**src/rtl/mem_pkg.sv**
```systemverilog
// Shared opcode, flash-instruction and state definitions for the memory
// transaction engine.
package mem_pkg;

    typedef enum logic [1:0] {
        OP_RD_KEY  = 2'b00,
        OP_RD_TEXT = 2'b01,
        OP_WR_RES  = 2'b10,
        OP_OTHER   = 2'b11
    } opcode_t;

    localparam logic [7:0] FL_READ  = 8'h03;
    localparam logic [7:0] FL_PP    = 8'h02;
    localparam logic [7:0] FL_WREN  = 8'h06;
    localparam logic [7:0] FL_RDSR  = 8'h05;
    localparam logic [7:0] FL_DUMMY = 8'h00;

    // IDLE wait cmd | WREN write-enable | GAP CS high | CMD opcode | ADDR 3 bytes
    // RD_DATA read | WR_DATA program | POLL_CMD 05 | POLL_RD status | DONE pulse
    typedef enum logic [3:0] {
        S_IDLE,
        S_WREN,
        S_GAP,
        S_CMD,
        S_ADDR,
        S_RD_DATA,
        S_WR_DATA,
        S_POLL_CMD,
        S_POLL_RD,
        S_DONE
    } state_t;

endpackage

```
**src/rtl/mem_transaction_fsm.sv**
```systemverilog
// Flash transaction engine: READ for key/text fetches, WREN + PAGE PROGRAM +
// RDSR polling for result writes, with byte streams to/from the command port.
module mem_transaction_fsm
    import mem_pkg::*;
#(
    parameter int KEY_BYTES  = 32,
    parameter int TEXT_BYTES = 16,
    parameter int RES_BYTES  = 32,
    parameter int CS_GAP     = 2
) (
    input  logic        clk,
    input  logic        rst,
    input  logic        in_cmd_valid,
    input  logic [7:0]  in_cmd_data,
    output logic        out_cmd_ready,
    input  logic [1:0]  in_opcode,
    input  logic        in_enc_type,
    input  logic [23:0] in_address,
    output logic        out_rd_valid,
    output logic [7:0]  out_rd_data,
    input  logic        in_rd_ready,
    output logic        out_fsm_done,
    output logic        out_enc_type,
    output logic        out_spi_start,
    output logic [7:0]  out_spi_tx,
    output logic        out_spi_cs_n,
    input  logic        in_spi_done,
    input  logic [7:0]  in_spi_rx
);

    localparam logic [5:0] KEY_LEN  = 6'(KEY_BYTES);
    localparam logic [5:0] TEXT_LEN = 6'(TEXT_BYTES);
    localparam logic [5:0] RES_LEN  = 6'(RES_BYTES);
    localparam logic [7:0] GAP_LOAD = 8'(CS_GAP - 1);

    state_t      state, state_nxt, gap_ret;
    opcode_t     op_q;
    logic [23:0] addr_q;
    logic        enc_q;
    logic        busy;
    logic        rd_valid;
    logic [7:0]  rd_data;
    logic [7:0]  gap_cnt;
    logic [5:0]  cnt;
    logic [5:0]  rd_len;
    logic [1:0]  addr_idx;
    logic        cmd_fire;

    assign rd_len       = (op_q == OP_RD_KEY) ? KEY_LEN : TEXT_LEN;
    assign cmd_fire     = in_cmd_valid && out_cmd_ready;
    assign out_rd_valid = rd_valid;
    assign out_rd_data  = rd_data;
    assign out_enc_type = enc_q;

    always_comb begin
        state_nxt     = state;
        out_cmd_ready = 1'b0;
        out_spi_start = 1'b0;
        out_spi_tx    = FL_DUMMY;
        out_spi_cs_n  = 1'b1;
        out_fsm_done  = 1'b0;
        case (state)
            S_IDLE: begin
                out_cmd_ready = !rst;
                if (in_cmd_valid && !rst) begin
                    case (opcode_t'(in_opcode))
                        OP_RD_KEY, OP_RD_TEXT: state_nxt = S_CMD;
                        OP_WR_RES:             state_nxt = S_WREN;
                        default:               state_nxt = S_IDLE;
                    endcase
                end
            end
            S_WREN: begin
                out_spi_cs_n  = 1'b0;
                out_spi_start = !busy;
                out_spi_tx    = FL_WREN;
                if (in_spi_done) state_nxt = S_GAP;
            end
            S_GAP: begin
                if (gap_cnt == 8'd0) state_nxt = gap_ret;
            end
            S_CMD: begin
                out_spi_cs_n  = 1'b0;
                out_spi_start = !busy;
                out_spi_tx    = (op_q == OP_WR_RES) ? FL_PP : FL_READ;
                if (in_spi_done) state_nxt = S_ADDR;
            end
            S_ADDR: begin
                out_spi_cs_n  = 1'b0;
                out_spi_start = !busy;
                case (addr_idx)
                    2'd0:    out_spi_tx = addr_q[23:16];
                    2'd1:    out_spi_tx = addr_q[15:8];
                    default: out_spi_tx = addr_q[7:0];
                endcase
                if (in_spi_done && addr_idx == 2'd2)
                    state_nxt = (op_q == OP_WR_RES) ? S_WR_DATA : S_RD_DATA;
            end
            S_RD_DATA: begin
                out_spi_cs_n  = 1'b0;
                // hold off the next byte until the output register has room
                out_spi_start = !busy && (cnt < rd_len) && (!rd_valid || in_rd_ready);
                if (cnt == rd_len && rd_valid && in_rd_ready) state_nxt = S_DONE;
            end
            S_WR_DATA: begin
                out_spi_cs_n  = 1'b0;
                out_cmd_ready = !busy && (cnt < RES_LEN);
                if (in_cmd_valid && out_cmd_ready) begin
                    out_spi_start = 1'b1;
                    out_spi_tx    = in_cmd_data;
                end
                if (in_spi_done && cnt == RES_LEN) state_nxt = S_GAP;
            end
            S_POLL_CMD: begin
                out_spi_cs_n  = 1'b0;
                out_spi_start = !busy;
                out_spi_tx    = FL_RDSR;
                if (in_spi_done) state_nxt = S_POLL_RD;
            end
            S_POLL_RD: begin
                out_spi_cs_n  = 1'b0;
                out_spi_start = !busy;
                if (in_spi_done && !in_spi_rx[0]) state_nxt = S_DONE;
            end
            S_DONE: begin
                out_fsm_done = 1'b1;
                state_nxt    = S_IDLE;
            end
            default: state_nxt = S_IDLE;
        endcase
    end

    always_ff @(posedge clk or posedge rst) begin
        if (rst) begin
            state    <= S_IDLE;
            gap_ret  <= S_CMD;
            gap_cnt  <= 8'd0;
            op_q     <= OP_RD_KEY;
            addr_q   <= 24'd0;
            enc_q    <= 1'b0;
            busy     <= 1'b0;
            cnt      <= 6'd0;
            addr_idx <= 2'd0;
            rd_valid <= 1'b0;
            rd_data  <= 8'd0;
        end else begin
            state <= state_nxt;

            if (out_spi_start)    busy <= 1'b1;
            else if (in_spi_done) busy <= 1'b0;

            if (state == S_IDLE && cmd_fire) begin
                op_q     <= opcode_t'(in_opcode);
                enc_q    <= in_enc_type;
                addr_q   <= in_address;
                cnt      <= 6'd0;
                addr_idx <= 2'd0;
            end

            if (state == S_ADDR && in_spi_done) addr_idx <= addr_idx + 2'd1;
            if (state == S_WR_DATA && cmd_fire) cnt <= cnt + 6'd1;

            if (state == S_RD_DATA && in_spi_done) begin
                rd_data  <= in_spi_rx;
                rd_valid <= 1'b1;
                cnt      <= cnt + 6'd1;
            end else if (rd_valid && in_rd_ready) begin
                rd_valid <= 1'b0;
            end

            if (state_nxt == S_GAP && state != S_GAP) begin
                gap_cnt <= GAP_LOAD;
                gap_ret <= (state == S_WREN) ? S_CMD : S_POLL_CMD;
            end else if (state == S_GAP && gap_cnt != 8'd0) begin
                gap_cnt <= gap_cnt - 8'd1;
            end
        end
    end

endmodule

```
**config.mk**
```make
export PLATFORM = sky130hd
export DESIGN_NAME = mem_transaction_fsm
export DESIGN_NICKNAME = d
export VERILOG_FILES = /design/src/rtl/mem_pkg.sv /design/src/rtl/mem_transaction_fsm.sv
export SDC_FILE = /design/constraint.sdc
export NUM_CORES = 1
export LEC_CHECK = 0
export CAP_MARGIN = 30
export CORE_MARGIN = 10
export CORE_UTILIZATION = 54
export DETAILED_ROUTE_END_ITERATION = 8
export GPL_TIMING_DRIVEN = 0
export MAX_ROUTING_LAYER = met4
export PLACE_DENSITY = 0.85
export RECOVER_POWER = 50
export SLEW_MARGIN = 40
export SYNTH_ARGS = -nofsm -noshare
export SYNTH_HDL_FRONTEND = slang
export SYNTH_SLANG_ARGS = --single-unit
```
**constraint.sdc**
```tcl
create_clock -name clk -period 7.95 [get_ports clk]
set_input_delay 1.1925 -clock clk [delete_from_list [all_inputs] [get_ports clk]]
set_output_delay 1.1925 -clock clk [all_outputs]
set_load 0.02 [all_outputs]
```
Word level (Yosys, flattened, before mapping) --
Cells that the tools add are included.
Storage, ports and cells: bits in registers 61, output and inout port bits 22, logic and storage cells 105
Cells by class: $add $sub $neg 3, $lt $le $gt $ge 2, equal/unequal tests 18, multiplexer cells 34, reduce and logical (&&, ||, !) cells 37
Operator list (number):
- 8-bit one-hot mux with 5 select lines | 1
- 4-bit 2-to-1 mux | 9
- 4-bit one-hot mux with 9 select lines | 1
- 6-bit 2-to-1 mux | 4
- 8-bit 2-to-1 mux | 3
- 1-bit logical AND | 18
- 4-bit by 3-bit equality test with 1-bit output, second input constant | 4
- 8-bit one-hot mux with 2 select lines | 1
- 4-bit by 2-bit equality test with 1-bit output, second input constant | 3
- 4-bit equality test, second input constant | 2
- 8-bit zero test | 1
- 1-bit 2-to-1 mux | 8
- 2-bit nonzero test | 4
- 8-bit nonzero test | 1
- 8-bit by 1-bit subtractor with 8-bit output, second input constant | 1
- 7-bit OR reduction | 1
- 6-bit by 1-bit adder with 6-bit output, second input constant | 1
- 2-bit equality test, second input constant | 3
- 6-bit equality test | 1
- 6-bit equality test, second input constant | 1
- 2-bit zero test | 3
- 6-bit less-than comparator | 1
- 6-bit less-than comparator, second input constant | 1
- 2-bit 2-to-1 mux | 3
- 14 further kinds | 18

Longest topological paths before layout --
word-level depth 10, gate-level depth with buffers 9, depth with buffers taken out 8

Least setup slack after synthesis --
No wires, ideal clock.
kind input to output, from in in_cmd_valid, to out out_spi_tx[1], data arrival time 1.938 ns, required time 6.758 ns, path slack 4.819 ns, cell stages on the path 3, path buffers 1, cell sequence and3_1 > clkbuf_1 > a221o_1
Between the ends: word-level cells in the longest chain between the ends 3
Ends and longest elaborated chain:
- start: declaration | line mem_transaction_fsm.sv:13 | input logic in_cmd_valid,
- 1-bit logical AND | line mem_transaction_fsm.sv:108 | if (in_cmd_valid && out_cmd_ready) begin
- 8-bit 2-to-1 mux | line mem_transaction_fsm.sv:108
- 8-bit one-hot mux with 5 select lines | line mem_transaction_fsm.sv:62 | case (state)
- end: declaration | line mem_transaction_fsm.sv:25 | output logic [7:0] out_spi_tx,
Every way passes these cells.

Worst setup path after layout --
from in in_cmd_valid, to out out_spi_tx[7]
The elaborated chain is that of the path after synthesis.

==> summary.md <==
| Metric | Value |
|---|---|
| VDD IR max | `0.2605 mV` |
| Slew @ Worst Pin | `1599 ps` |
| Outcome | `finished, violations left` |
| # clock sinks | `58` |
| DRC viols | `0` |
| Clock Power Share | `0.165` |
| Pins Over Slew Limit | `31` |
| Total CTS buffers | `9` |
| Commonest non-fill, non-tap cell in the layout | `clkdlybuf4s50_1` |
| Asr flop ratio synth | `1.000` |
| Syn_area_per_cell | `10.54 sq um` |
| Clk_lat worst skew | `340 ps` |
| Failing checks | `capacitance limit, slew limit` |
| GRT overflow | `0` |
| Pleak | `0.001723 uW` |
| Top FF cell, synth | `dfrtp_1` |
| Syn Std Cell Area | `0.003068 sq mm` |
| First-pass GRT wire length | `12,780 um` |
| Area of the multi-input gates | `0.001496 sq mm` |
| Core Box Area | `0.005507 sq mm` |
| Area leader, netlist | `dfrtp_1` |
| Synthesis Warnings | `0` |
| Final Power | `1427 uW` |
| Hpwl dp | `5841 um` |
| GRT Total Usage | `0.1861` |
| I/O Buffers | `69` |
| Cell variety after synth | `51` |
| Row cnt | `27` |
| Crit path kind | `in2out` |
| Clock slew seen by the registers of the worst setup and hold paths | `60 ps` |
| Initial drt markers | `197` |
| Routed WL | `7678 um` |
| Final worst path period need | `4356 ps` |
| Register area share after synthesis | `0.4731` |
| CP Data Required Time | `6760 ps` |
| NumNets Final | `428` |
| Area fraction of the dominant cell type after synthesis | `0.4731` |
| Power share of the sequential group | `0.353` |
| 1st-pass router iterations | `4` |
| Setup crit end kind | `primary output` |
| P per Cell Area | `354.7 mW/mm^2` |
| Post_cts resized | `0` |
| Setup violators final | `0` |
| Final hold vios | `0` |
| Met2 Use GR | `0.2903` |
| Peak fanout along the critical path | `10` |
| Antenna violations before repair | `0` |
| Vias in the first global route | `2,590` |
| Seq cells post-synth | `58` |
| Number of enable flip-flop cells after synthesis | `0` |
| Largest net degree at the start of global routing | `31` |
| Post-DR vias/cell | `5.607` |
| Post-CTS Setup Bufs | `0` |
| Grt met1 use | `0.2302` |
| Worst slew margin | `-0.06591` |
| DIE AREA | `0.009096 sq mm` |
| # diodes | `0` |
| Cells after Synth | `291` |
| Critical Path Start Type | `primary input` |
| Final hold slack | `504.3 ps` |
| Worst path arrival time | `3160 ps` |
| Post-route setup TNS | `0 ps` |
| Share of layout cells above drive strength 1 | `0.1702` |
| Top Ports | `70` |
| Synthesis-to-finish area growth | `31.12%` |
| Skew final | `6.266 ps` |
| Gr busiest metal | `met2` |
| Worst hold path class | `reg2reg` |
| Register Area | `0.001451 sq mm` |
| Highest-count cells in the layout ignoring fill and taps | `clkdlybuf4s50_1 (66), dfrtp_1 (58), mux2_2 (35)` |
| Unrepaired setup endpoints after global routing | `false` |
| Synth Net Count | `347` |
| Met3 usage | `0.05027` |
| DR vias | `2,512` |
| Final GP Congestion | `0.9632` |
| CTS tree | `yes` |
| Root buffer cell | `clkbuf_8` |
| Switching portion of total power | `0.3818` |
| H-tree depth | `3` |
| Final Core Density | `0.7305` |
| Initial core utilization | `0.5571` |
| Routed Antenna Nets | `0` |
| Die Ht | `95.38 um` |
| Tcrit/Tclk final | `0.5479` |
| Net load switching power | `544.7 uW` |
| Die width | `95.38 um` |
| Post-CTS Hold Buffers | `0` |
| Fillers | `408` |
| Int Pwr | `882.0 uW` |
| Fmax | `0.2296 GHz` |
| Combinational power share | `0.481` |
| Top cells by area, synth | `dfrtp_1 (47%), mux2_2 (13%), o21ai_0 (3.8%)` |
| Routed WL per cell | `17.14 um` |
| Max Root-Sink Buffers | `2` |
| MaxCap Viol Count | `1` |
==> path summary, 6_finish.rpt <==
| kind | startpoint | endpoint | slack [ps] | depth (start not counted) |
|---|---|---|---|---|
| worst max-delay path | in_cmd_valid | out_spi_tx[7] | 3590 | 6 |
| worst min-delay path | out_rd_data[2] | out_rd_data[2] | 500 | 1 |
| worst max register to register | op_q[0] | gap_ret[2] | 4910 | 8 |
| worst min register to register | out_rd_data[2] | out_rd_data[2] | 500 | 1 |
| max in group asynchronous | rst | addr_q[16] | 4320 | 3 |
| min in group asynchronous | rst | cnt[3] | 1620 | 2 |
==> logic make-up (layout without fill, tap and decap cells) <==
kind of cell / count (synthesis) / after routing / share of synthesized area
AO/OA/AOI/OAI: 61 / 61 / 0.1366
XOR/XNOR: 6 / 6 / 0.01713
adder cells (fa/ha/maj): 8 / 8 / 0.03263
buffers and inverters: 28 / 113 / 0.03915
flip-flops: 58 / 58 / 0.4731
multiplexers: 37 / 37 / 0.1366
AND/OR/NAND/NOR: 93 / 93 / 0.1648
==> area by class of cell <==
class	count	share of cell area
multi-input combinational	205	0.3720
clock inverter	3	0.003733
timing repair buffer	70	0.1726
inverter	15	0.01431
sequential	58	0.3608
buffer	13	0.01555
clock buffer	12	0.03857
tap	72	0.02240
==> per-stage QoR <==
step / instance area [sq um] / setup slack [ps] / cells
3_3_place_gp: 3849 / 3694 / 432
6_report: 4023 / 3594 / 448
2_1_floorplan: 3068 / 4819 / 291
5_1_grt: 4023 / 3453 / 448
3_5_place_dp: 3871 / 3691 / 433
4_1_cts: 4041 / 3662 / 448
==> worst max-delay path: stages <==
cell	delay, ps
dlygate4sd3_1	550
and3_1	150
clkbuf_1	380
nand2_1	90
o21ai_0	130
clkdlybuf4s50_1	670
==> power by group through the flow <==
stage                     Sequential [uW]  Clock [uW]  Combinational, uW
after floorplan                       513           0                435
after global placement                497           0                663
after detailed placement              505           0                686
after CTS                             502         242                691
after global routing                  521         256                752
final                                 504         236                686
==> flip-flops by register name (all words and copies together), names as in the netlist <==
name / count
out_rd_data: 8
op_q: 2
addr_q: 24
out_rd_valid: 1
cnt: 6
out_enc_type: 1
gap_ret: 1
busy: 1
gap_cnt: 8
state: 4
addr_idx: 2
==> cells in the mapped netlist (2+ instances only) <==
cell	instances
nand4b_1	4
a22oi_1	2
nor3_1	3
inv_1	15
buf_4	3
nand2_1	25
buf_2	3
xnor2_1	3
nand4_1	2
or2_2	2
o311ai_0	2
dfrtp_1	58
xor2_1	3
clkbuf_1	7
nor4b_1	2
o21ai_0	23
a21oi_1	10
and3_1	3
o21bai_1	2
ha_1	8
nand3_1	13
and2_1	2
nor2_1	15
nor2b_1	11
a22o_1	7
o31ai_1	2
a21o_1	2
nor4_1	2
mux2_2	35
==> metal layers <==
metal	up-vias	part of all wire	wire length (um)
li1	1201	-	-
met1	1219	0.44	3370
met2	84	0.49	3799
met3	8	0.055	426
met4	0	0.011	82
met5	-	0	0
Note: power is estimated with default switching activity, not from simulation.
